## src/rtl/sync_edge_filter.sv

```systemverilog
// sync_edge_filter
//   Multi-channel conditioner for asynchronous inputs such as buttons, switches,
//   external IRQ lines and slow-domain status bits. Each channel has:
//     - a SYNC_LEN-deep synchronizer
//     - a counter-based glitch filter, which accepts a new level only after it
//       has held for FILT_CNT consecutive synced cycles
//     - registered 1-cycle rise/fall pulses
//     - a sticky pending flag with write-1-to-clear
//
// Ports
//   clk      single clock domain
//   rst_n    asynchronous active-low reset
//   async_i  [WIDTH] asynchronous inputs
//   clr_i    [WIDTH] write-1-to-clear for pend_o (set wins over clear)
//   level_o  [WIDTH] filtered level
//   rise_o   [WIDTH] 1-cycle pulse on level 0->1
//   fall_o   [WIDTH] 1-cycle pulse on level 1->0
//   pend_o   [WIDTH] sticky edge flags, selected by EDGE_MODE
//   irq_o    OR of pend_o
module sync_edge_filter #(
    parameter int         WIDTH     = 8,
    parameter int         SYNC_LEN  = 3,
    parameter int         FILT_CNT  = 4,
    parameter logic       INIT      = 1'b1,
    parameter logic [1:0] EDGE_MODE = 2'b11
) (
    input  logic             clk,
    input  logic             rst_n,
    input  logic [WIDTH-1:0] async_i,
    input  logic [WIDTH-1:0] clr_i,
    output logic [WIDTH-1:0] level_o,
    output logic [WIDTH-1:0] rise_o,
    output logic [WIDTH-1:0] fall_o,
    output logic [WIDTH-1:0] pend_o,
    output logic             irq_o
);
    localparam int            CW       = (FILT_CNT > 1) ? $clog2(FILT_CNT) : 1;
    localparam logic [CW-1:0] CNT_LAST = CW'(FILT_CNT - 1);

    for (genvar i = 0; i < WIDTH; i++) begin : g_lane
        (* ASYNC_REG = "TRUE", SHREG_EXTRACT = "NO" *)
        logic [SYNC_LEN-1:0] sync_q;
        logic [CW-1:0]       cnt;
        logic                lvl, rise, fall, pend;
        logic                synced, accept, rise_nx, fall_nx, set;

        // The synchronizer is a plain shift with no logic between stages.
        always_ff @(posedge clk or negedge rst_n) begin
            if (!rst_n) sync_q <= {SYNC_LEN{INIT}};
            else        sync_q <= {sync_q[SYNC_LEN-2:0], async_i[i]};
        end

        assign synced = sync_q[SYNC_LEN-1];
        // cnt counts consecutive mismatching cycles already seen. A new value
        // is accepted on the FILT_CNT-th consecutive mismatch.
        assign accept  = (synced != lvl) && (cnt == CNT_LAST);
        assign rise_nx = accept & synced;
        assign fall_nx = accept & ~synced;
        assign set     = (rise_nx & EDGE_MODE[0]) | (fall_nx & EDGE_MODE[1]);

        always_ff @(posedge clk or negedge rst_n) begin
            if (!rst_n) begin
                lvl  <= INIT;
                cnt  <= '0;
                rise <= 1'b0;
                fall <= 1'b0;
                pend <= 1'b0;
            end else begin
                rise <= rise_nx;
                fall <= fall_nx;
                // A set in the same cycle as a clear takes priority.
                pend <= (pend & ~clr_i[i]) | set;
                if (synced == lvl) begin
                    cnt <= '0;
                end else if (accept) begin
                    lvl <= synced;
                    cnt <= '0;
                end else begin
                    cnt <= cnt + 1'b1;
                end
            end
        end

        assign level_o[i] = lvl;
        assign rise_o[i]  = rise;
        assign fall_o[i]  = fall;
        assign pend_o[i]  = pend;
    end

    assign irq_o = |pend_o;

endmodule

```

## config.mk

```make
export PLATFORM = sky130hd
export DESIGN_NAME = sync_edge_filter
export DESIGN_NICKNAME = d
export VERILOG_FILES = /design/src/rtl/sync_edge_filter.sv
export SDC_FILE = /design/constraint.sdc
export NUM_CORES = 1
export LEC_CHECK = 0
export CAP_MARGIN = 30
export CORE_UTILIZATION = 25
export CTS_CLUSTER_DIAMETER = 120
export DETAILED_ROUTE_END_ITERATION = 10
export PLACE_DENSITY = 0.46
export SLEW_MARGIN = 10
export SYNTH_ARGS = -nofsm -noshare
export SYNTH_HDL_FRONTEND = slang
export SYNTH_SLANG_ARGS = --single-unit
export TNS_END_PERCENT = 5
```

## constraint.sdc

```tcl
create_clock -name clk -period 0.91 [get_ports clk]
set_input_delay 0.182 -clock clk [delete_from_list [all_inputs] [get_ports clk]]
set_output_delay 0.182 -clock clk [all_outputs]
set_load 0.02 [all_outputs]
```

Word level (Yosys, flattened, before mapping)
Cells that the tools add are included.
{"block": "totals", "ff_bits": 72, "in_bits": 18, "out_inout_bits": 33, "word_cells": 177}
{"block": "classes", "n_bitwise": 64, "muxes": 16, "n_reduce_logical": 17, "add_sub_neg": 8, "n_eq_ne": 24}
{"operator": "two-way mux 2 bit", "n": 16}
{"operator": "bitwise AND 1 bit", "n": 24}
{"operator": "inverter 1 bit", "n": 24}
{"operator": "adder 2 x 1 -> 2 bit, second input constant", "n": 8}
{"operator": "== test 2 bit, second input constant", "n": 8}
{"operator": "bitwise OR 1 bit", "n": 16}
{"operator": "AND reduction 2 bit", "n": 8}
{"operator": "== test 1 bit", "n": 8}
{"operator": "logical AND 1 bit", "n": 8}
{"operator": "!= test 1 bit", "n": 8}
{"operator": "OR reduction 8 bit", "n": 1}

Longest topological paths before layout
Gate-level depths: netlist of run 1.
{"block": "depth", "word_depth": 5, "ltp_mapped": 3, "ltp_nobuf": 3}

Least setup slack after synthesis of run 1
No wires, ideal clock.
{"block": "synth_timing", "kind": "flip-flop to output port", "startpoint": "reg g_lane[4].pend", "endpoint": "out irq_o", "path_slack_ns": -0.072, "t_required_ns": 0.728, "stages_incl_launch_ff": 3, "path_buffers": 0, "t_arrival_ns": 0.800, "cell_sequence": "dfrtp_1 > nor4_1 > nand2_1"}
{"block": "synth_via", "elab_chain_cells": 1}
{"item": "start, declared", "line": "44", "text": "logic lvl, rise, fall, pend;"}
{"item": "start signal, assigned", "line": "72", "text": "pend <= (pend & ~clr_i[i]) | set;"}
{"item": "OR reduction 8 bit", "line": "90", "text": "assign irq_o = |pend_o;"}
{"item": "end, declared", "line": "35", "text": "output logic irq_o"}
No other way between the ends.

Worst setup path after layout of run 1
{"block": "layout_timing", "startpoint": "reg g_lane[0].pend", "endpoint": "out irq_o"}
{"block": "layout_via", "elab_chain_cells": 1}
{"item": "start, declared", "line": "44"}
{"item": "start signal, assigned", "line": "72"}
{"item": "OR reduction 8 bit", "line": "90"}
No other way between the ends.

==> summary.md, run 1 <==
| Metric | Value |
|---|---|
| Status | `finished with violations` |
| Failing checks | `negative setup slack` |
| Die Height | `106 um` |
| Synth Area in Compound Gates | `0.0262` |
| Clock Latency Late Sink | `330 ps` |
| Drt initial violations | `19` |
| RSZ-0062 raised after global routing | `yes` |
| # DRC | `0` |
| Area Growth Syn to Fin | `44.0%` |
| Synthesized instance count | `196` |
| Final hold violations | `0` |
| Total grt overflow | `0` |
| Area share of fa/ha/maj cells after synthesis | `0.0374` |
| CTS root buf | `clkbuf_8` |
| Commonest cells after routing, fill and taps aside | `dfrtp_1 (40), dfstp_2 (32), buf_6 (32)` |
| Total Routing Usage GR | `0.0932` |
| ANT cells | `0` |
| Dpl hpwl | `3.08 mm` |
| Routed WL per cell | `11.5 um` |
| Worst Path Required | `730 ps` |
| Drt first pass iters | `2` |
| Area leader, netlist | `dfrtp_1` |
| NumNets Final | `288` |
| Post-Synth Simple-Gate Area | `0.0883` |
| PortBufs | `50` |
| Top_reg_cell synth | `dfrtp_1` |
| Die area | `11,100 um^2` |
| Pin count of the biggest net entering global routing | `51` |
| Max Clock Skew | `8.06 ps` |
| Startpoint Class | `flop` |
| Post-Syn Area | `2680 um^2` |
| CTS tree | `built` |
| Antenna violations before repair | `0` |
| Post-synth EDFFs | `0` |
| Syn_area_per_cell | `13.7 um^2` |
| Crit-path max FO | `2` |
| Peak VDD IR | `1400 uV` |
| Sequential element share of the synthesized area | `0.688` |
| WHS | `246 ps` |
| Share of post-route cells with drive strength above 1 | `0.603` |
| Clock sink count | `72` |
| Synth Warn # | `0` |
| Multiplexer area fraction after synthesis | `0.0168` |
| Pwr/cell area | `3020 nW/um^2` |
| Final setup viols | `65` |
| Setup WS pre-CTS | `-699 ps` |
| Core Region | `10,400 um^2` |
| Period utilization | `1.68` |
| Max Cap Violations | `0` |
| Fmax | `653 MHz` |
| Post-synthesis sequential element count | `72` |
| Detail Route Antenna Nets | `0` |
| Final min period | `1530 ps` |
| H-tree depth | `3` |
| Wirelength, routed | `4.63 mm` |
| Cts bufs inserted | `9` |
| Total number of vias | `1,527` |
| Critical path class | `reg2out` |
| Slew HR | `0.804` |
| Yosys cell types | `16` |
| Worst Slack Setup Final | `-622 ps` |
| Actual slew at the worst max-slew pin | `291 ps` |
| Setup crit end kind | `output pin` |
| Clock-pin slew on the worst setup and hold paths | `80 ps` |
| RD Place Congestion | `0.687` |
| Final Max Tran Viols | `0` |
| Via-to-Cell Ratio | `3.79` |
| Row Count | `37` |
| Async S/R FF share, synth | `1.00` |
| Longest Clk Path Bufs | `2` |
| Top cells by area, synth | `dfrtp_1 (37%), dfstp_2 (31%), buf_4 (9.0%)` |
| First-pass GRT wire length | `7.82 mm` |
| WP data arrival | `1350 ps` |
| # IOs | `51` |
| Commonest non-fill, non-tap cell in the layout | `dfrtp_1` |
| Syn_nets | `222` |
| Initial Utilization | `0.258` |
| HP Class | `in2reg` |
| Vias in the first global route | `1,627` |
| P_leak | `1.74 nW` |
| Main combinational cell family by area after synthesis | `buffers and inverters` |
| Die W | `106 um` |
| Post-synth top area share | `0.374` |
| Post-Synth XOR/XNOR Area | `0.0262` |
-- kinds of logic after synthesis --
kind of cell | after synthesis
compound gates | 12
xor+xnor | 8
fa+ha+maj | 8
buf+inv | 52
flops | 72
mux | 4
simple gates | 40
-- Yosys cell counts, drive strengths merged (5+ instances only) --
master  number
nor3        12
o22ai        8
nor3b        7
nand2        6
dfstp       32
dfrtp       40
nor2         5
inv         20
ha           8
xnor2        8
nor2b        8
buf         32
-- final cells by class --
type                            instances  area, um^2
Clock buffer                           11         141
Inverter                               20        75.1
Fill cell                            1023        6510
Tap cell                              136         170
Clock inverter                          5         104
Multi-Input combinational cell         72         732
Timing Repair Buffer                   87         793
Sequential cell                        72        1840
-- sequential cells by signal (all words and copies together), names as in the netlist --
| signal | flops |
|---|---|
| g_lane.lvl | 8 |
| g_lane.cnt | 16 |
| g_lane.fall | 8 |
| g_lane.sync_q | 24 |
| g_lane.pend | 8 |
| g_lane.rise | 8 |
-- worst max-delay path, cell delays in order (launching register included) --
cell and delay [ps]:
dfrtp_1 390, nor4_2 280, buf_4 160, nand2_2 50
buf_6 140
-- repair_timing --
action / in CTS / in global routing
hold buffers: 1 / 0
pin swaps: 15 / 3
buffers inserted: 0 / 1
setup endpoints to repair: 76 / 81
hold endpoints to repair: 40 / 0
gates resized for setup: 206 / 22
-- layer usage --
layer / global-route usage / routed length [um]
met5: 0 / 0
met4: 0.0536 / 87
met3: 0.0241 / 210
met2: 0.149 / 2320
met1: 0.114 / 2010
-- path summary, 6_finish.rpt --
kind                                startpoint                   to  slack, ps  cells after the start
setup / recovery                g_lane[0].pend                irq_o       -620                      4
setup reg to reg                 g_lane[2].lvl       g_lane[2].pend       -210                      4
hold reg to reg            g_lane[6].sync_q[1]  g_lane[6].sync_q[2]        360                      0
min in group asynchronous                rst_n       g_lane[2].fall        360                      3
max in group asynchronous                rst_n  g_lane[1].sync_q[0]        240                      3
hold / removal                      async_i[2]  g_lane[2].sync_q[0]        250                      1
-- per-stage QoR --
stage               TNS, ps  power, mW  cell area, um^2  cells   util
floorplan              -439       6.43             2680    196      -
global placement     -12650       7.83             3380    385  0.326
detailed placement   -12860       7.87             3380    385  0.326
CTS                  -10240       11.6             3770    402  0.363
global route         -12780       12.4             3860    403  0.372
finish                -9550       11.6             3860    403  0.372
-- report_power, final --
part	switching, mW	total (mW)	internal [mW]
clock network	1.16	3.06	1.90
registers	0.433	4.45	4.01
logic	1.83	4.13	2.31
total	3.42	11.6	8.22
Note: power is estimated with default switching activity, not from simulation.
==> run 2, diff against run 1 <==
--- a/config.mk
+++ b/config.mk
@@ -9,7 +9,8 @@
 export CORE_UTILIZATION = 25
 export CTS_CLUSTER_DIAMETER = 120
 export DETAILED_ROUTE_END_ITERATION = 10
-export PLACE_DENSITY = 0.46
+export DONT_BUFFER_PORTS = 1
+export PLACE_DENSITY = 0.4
 export SLEW_MARGIN = 10
 export SYNTH_ARGS = -nofsm -noshare
 export SYNTH_HDL_FRONTEND = slang
==> summary.md, run 2 (synthesis gave the netlist of run 1 again) <==
| Metric | Value |
|---|---|
| Status | `finished with violations` |
| Failing checks | `negative hold slack, negative setup slack` |
| Core Region | `10,400 um^2 (unchanged)` |
| Area Growth Syn to Fin | `30.7%` |
| Detail Route Antenna Nets | `0 (unchanged)` |
| Biggest register | `g_lane.sync_q` |
| Drt initial violations | `28 (+9)` |
| Non-Filler Instances | `369 (-8.4%)` |
| NumNets Final | `254 (-12%)` |
| Slew HR | `0.766 (-0.0389)` |
| Logic pwr share | `0.331 (-0.024)` |
| Worst Path Required | `730 ps (about the same)` |
| Via-to-Cell Ratio | `3.86 (+1.8%)` |
| Clock group share of total power | `0.214 (-0.049)` |
| Vias in the first global route | `1,522 (-6.5%)` |
| P_leak | `1.50 nW (-14%)` |
| ANT cells | `0 (unchanged)` |
| First-pass GRT wire length | `7.65 mm (-2.1%)` |
| Crit-path max FO | `2 (unchanged)` |
| Final setup viols | `63 (-3.1%)` |
| Antenna violations before repair | `0 (unchanged)` |
| CTS root buf | `clkbuf_8` |
| Share of post-route cells with drive strength above 1 | `0.541 (-0.0622)` |
| Max reg flops | `24 (unchanged)` |
| Actual slew at the worst max-slew pin | `349 ps (+58.1 ps)` |
| PortBufs | `0 (-100%)` |
| Total grt overflow | `0 (unchanged)` |
| Startpoint Class | `flop` |
| Routed WL per cell | `12.5 um (+9.1%)` |
| # IOs | `51 (unchanged)` |
| Die Height | `106 um (unchanged)` |
| Setup crit end kind | `output pin` |
| H-tree depth | `3 (unchanged)` |
| Die W | `106 um (unchanged)` |
| Internal Pwr Total | `6.93 mW (-16%)` |
| Cts hold-fix bufs | `16 (+15)` |
| WP data arrival | `1260 ps (-90 ps)` |
| Final min period | `1440 ps (-88.3 ps)` |
| Longest Clk Path Bufs | `2 (unchanged)` |
| Switch share | `0.316 (+0.0220)` |
| Net Sw Power | `3.20 mW (-6.4%)` |
| Row Count | `37 (unchanged)` |
| Cells on worst reg2reg path | `4 (unchanged)` |
| Cts bufs inserted | `9 (unchanged)` |
| RSZ-0062 raised after global routing | `yes` |
| Drt first pass iters | `3 (+1)` |
| RD Place Congestion | `0.684 (-0.42%)` |
| HP Class | `in2async` |
| Final hold violations | `72 (+72)` |
| Final Max Tran Viols | `0 (unchanged)` |
| Sequential fraction of design power | `0.455 (+0.073)` |
| Peak VDD IR | `1320 uV (-5.7%)` |
| Initial Utilization | `0.258 (unchanged)` |
| WHS | `-472 ps (-718 ps)` |
| Commonest cells after routing, fill and taps aside | `dfrtp_1 (36), dfstp_2 (32), buf_6 (19)` |
| Final Util | `0.338 (-0.0343)` |
| Dpl hpwl | `2.85 mm (-7.3%)` |
| Pin count of the biggest net entering global routing | `73 (+43%)` |
| Max Clock Skew | `7.11 ps (-0.952 ps)` |
| # DRC | `0 (unchanged)` |
| Max Cap Violations | `0 (unchanged)` |
| Biggest registers after layout | `g_lane.sync_q (24), g_lane.cnt (16)` |
| Cells after DPL | `333 (-14%)` |
| Clock-pin slew on the worst setup and hold paths | `70 ps (about the same)` |
| Clock sink count | `72 (unchanged)` |
| RR Endpoint | `g_lane[4].cnt[1]` |
| Pwr/cell area | `2890 nW/um^2 (-4.1%)` |
| Total number of vias | `1,423 (-6.8%)` |
| Worst Slack Setup Final | `-534 ps (+88.3 ps)` |
| Total Routing Usage GR | `0.0932 (about the same)` |
| CTS tree | `built` |
| Die area | `11,100 um^2 (unchanged)` |
| Commonest non-fill, non-tap cell in the layout | `dfrtp_1` |
| Period utilization | `1.59 (-0.0971)` |
| R2R Path Start | `g_lane[4].lvl` |
| Clock Latency Late Sink | `340 ps (about the same)` |
| Worst reg-to-reg setup slack | `-130 ps (+80 ps)` |
| Wirelength, routed | `4.62 mm (-0.11%)` |
| Fmax | `692 MHz (+6.1%)` |
| Critical path class | `reg2out` |
[run 2: changes by cell type in the layout (fill, tap and decap cells not counted), sizes merged]
cell,before,now
bufinv,3,0
clkdlybuf4s50,16,0
clkinv,2,1
buf,70,37
dlygate4sd3,1,16
clkbuf,11,15
[run 2: critical path, stage by stage, from the launching register on]
cell     delay [ps]
dfrtp_1         410
nor4_2          400
nand2_4         120
[run 2: power groups by stage]
stage / Combinational [mW] / Sequential, mW / Clock, mW
2_1_floorplan: 2.00 / 4.43 / 0
3_3_place_gp: 2.57 / 4.47 / 0
3_5_place_dp: 2.58 / 4.49 / 0
4_1_cts: 3.13 / 4.58 / 2.33
5_1_grt: 3.74 / 4.69 / 2.42
6_report: 3.35 / 4.61 / 2.17
[run 2: worst max-delay path by stage]
stage | start | end | slack (ps) | depth (start not counted)
6_report | g_lane[7].pend | irq_o | -530 | 2
5_1_grt | g_lane[0].pend | irq_o | -610 | 3
4_1_cts | g_lane[0].pend | irq_o | -560 | 3
3_5_place_dp | g_lane[4].pend | irq_o | -230 | 3
3_3_place_gp | g_lane[4].pend | irq_o | -210 | 3
2_1_floorplan | g_lane[4].pend | irq_o | -70 | 2
[run 2: area by class of cell]
type | instances | area (um^2)
clock buffer | 15 | 156
clock inverter | 1 | 5.00
fill | 1040 | 6870
inverter | 20 | 75.1
multi-input combinational | 72 | 739
sequential | 72 | 1850
tap | 136 | 170
timing repair buffer | 53 | 509
[run 2: per-layer routing]
metal / part of all wire / up-vias / track usage
li1: - / 670 / -
met1: 0.43 / 701 / 0.107
met2: 0.48 / 42 / 0.142
met3: 0.069 / 10 / 0.0445
met4: 0.024 / 0 / 0.0536
met5: 0 / - / 0
[run 2: timing repair]
action	4_1_cts	5_1_grt
setup endpoints to repair	68	81
pin swaps	13	5
gates resized for setup	44	24
setup buffers	1	3
endpoints found under the hold margin	88	72
[run 2: stage by stage]
stage          TNS, ps  instance area (um^2)  hold slack (ps)  setup slack [ps]  power (mW)
2_1_floorplan     -439                  2680             -114             -71.7        6.43
3_3_place_gp     -1840                  2860             -112              -215        7.04
3_5_place_dp     -1710                  2860             -112              -230        7.07
4_1_cts          -7480                  3390             -508              -563        10.0
5_1_grt          -9740                  3500             -510              -606        10.8
6_report         -6760                  3500             -472              -534        10.1
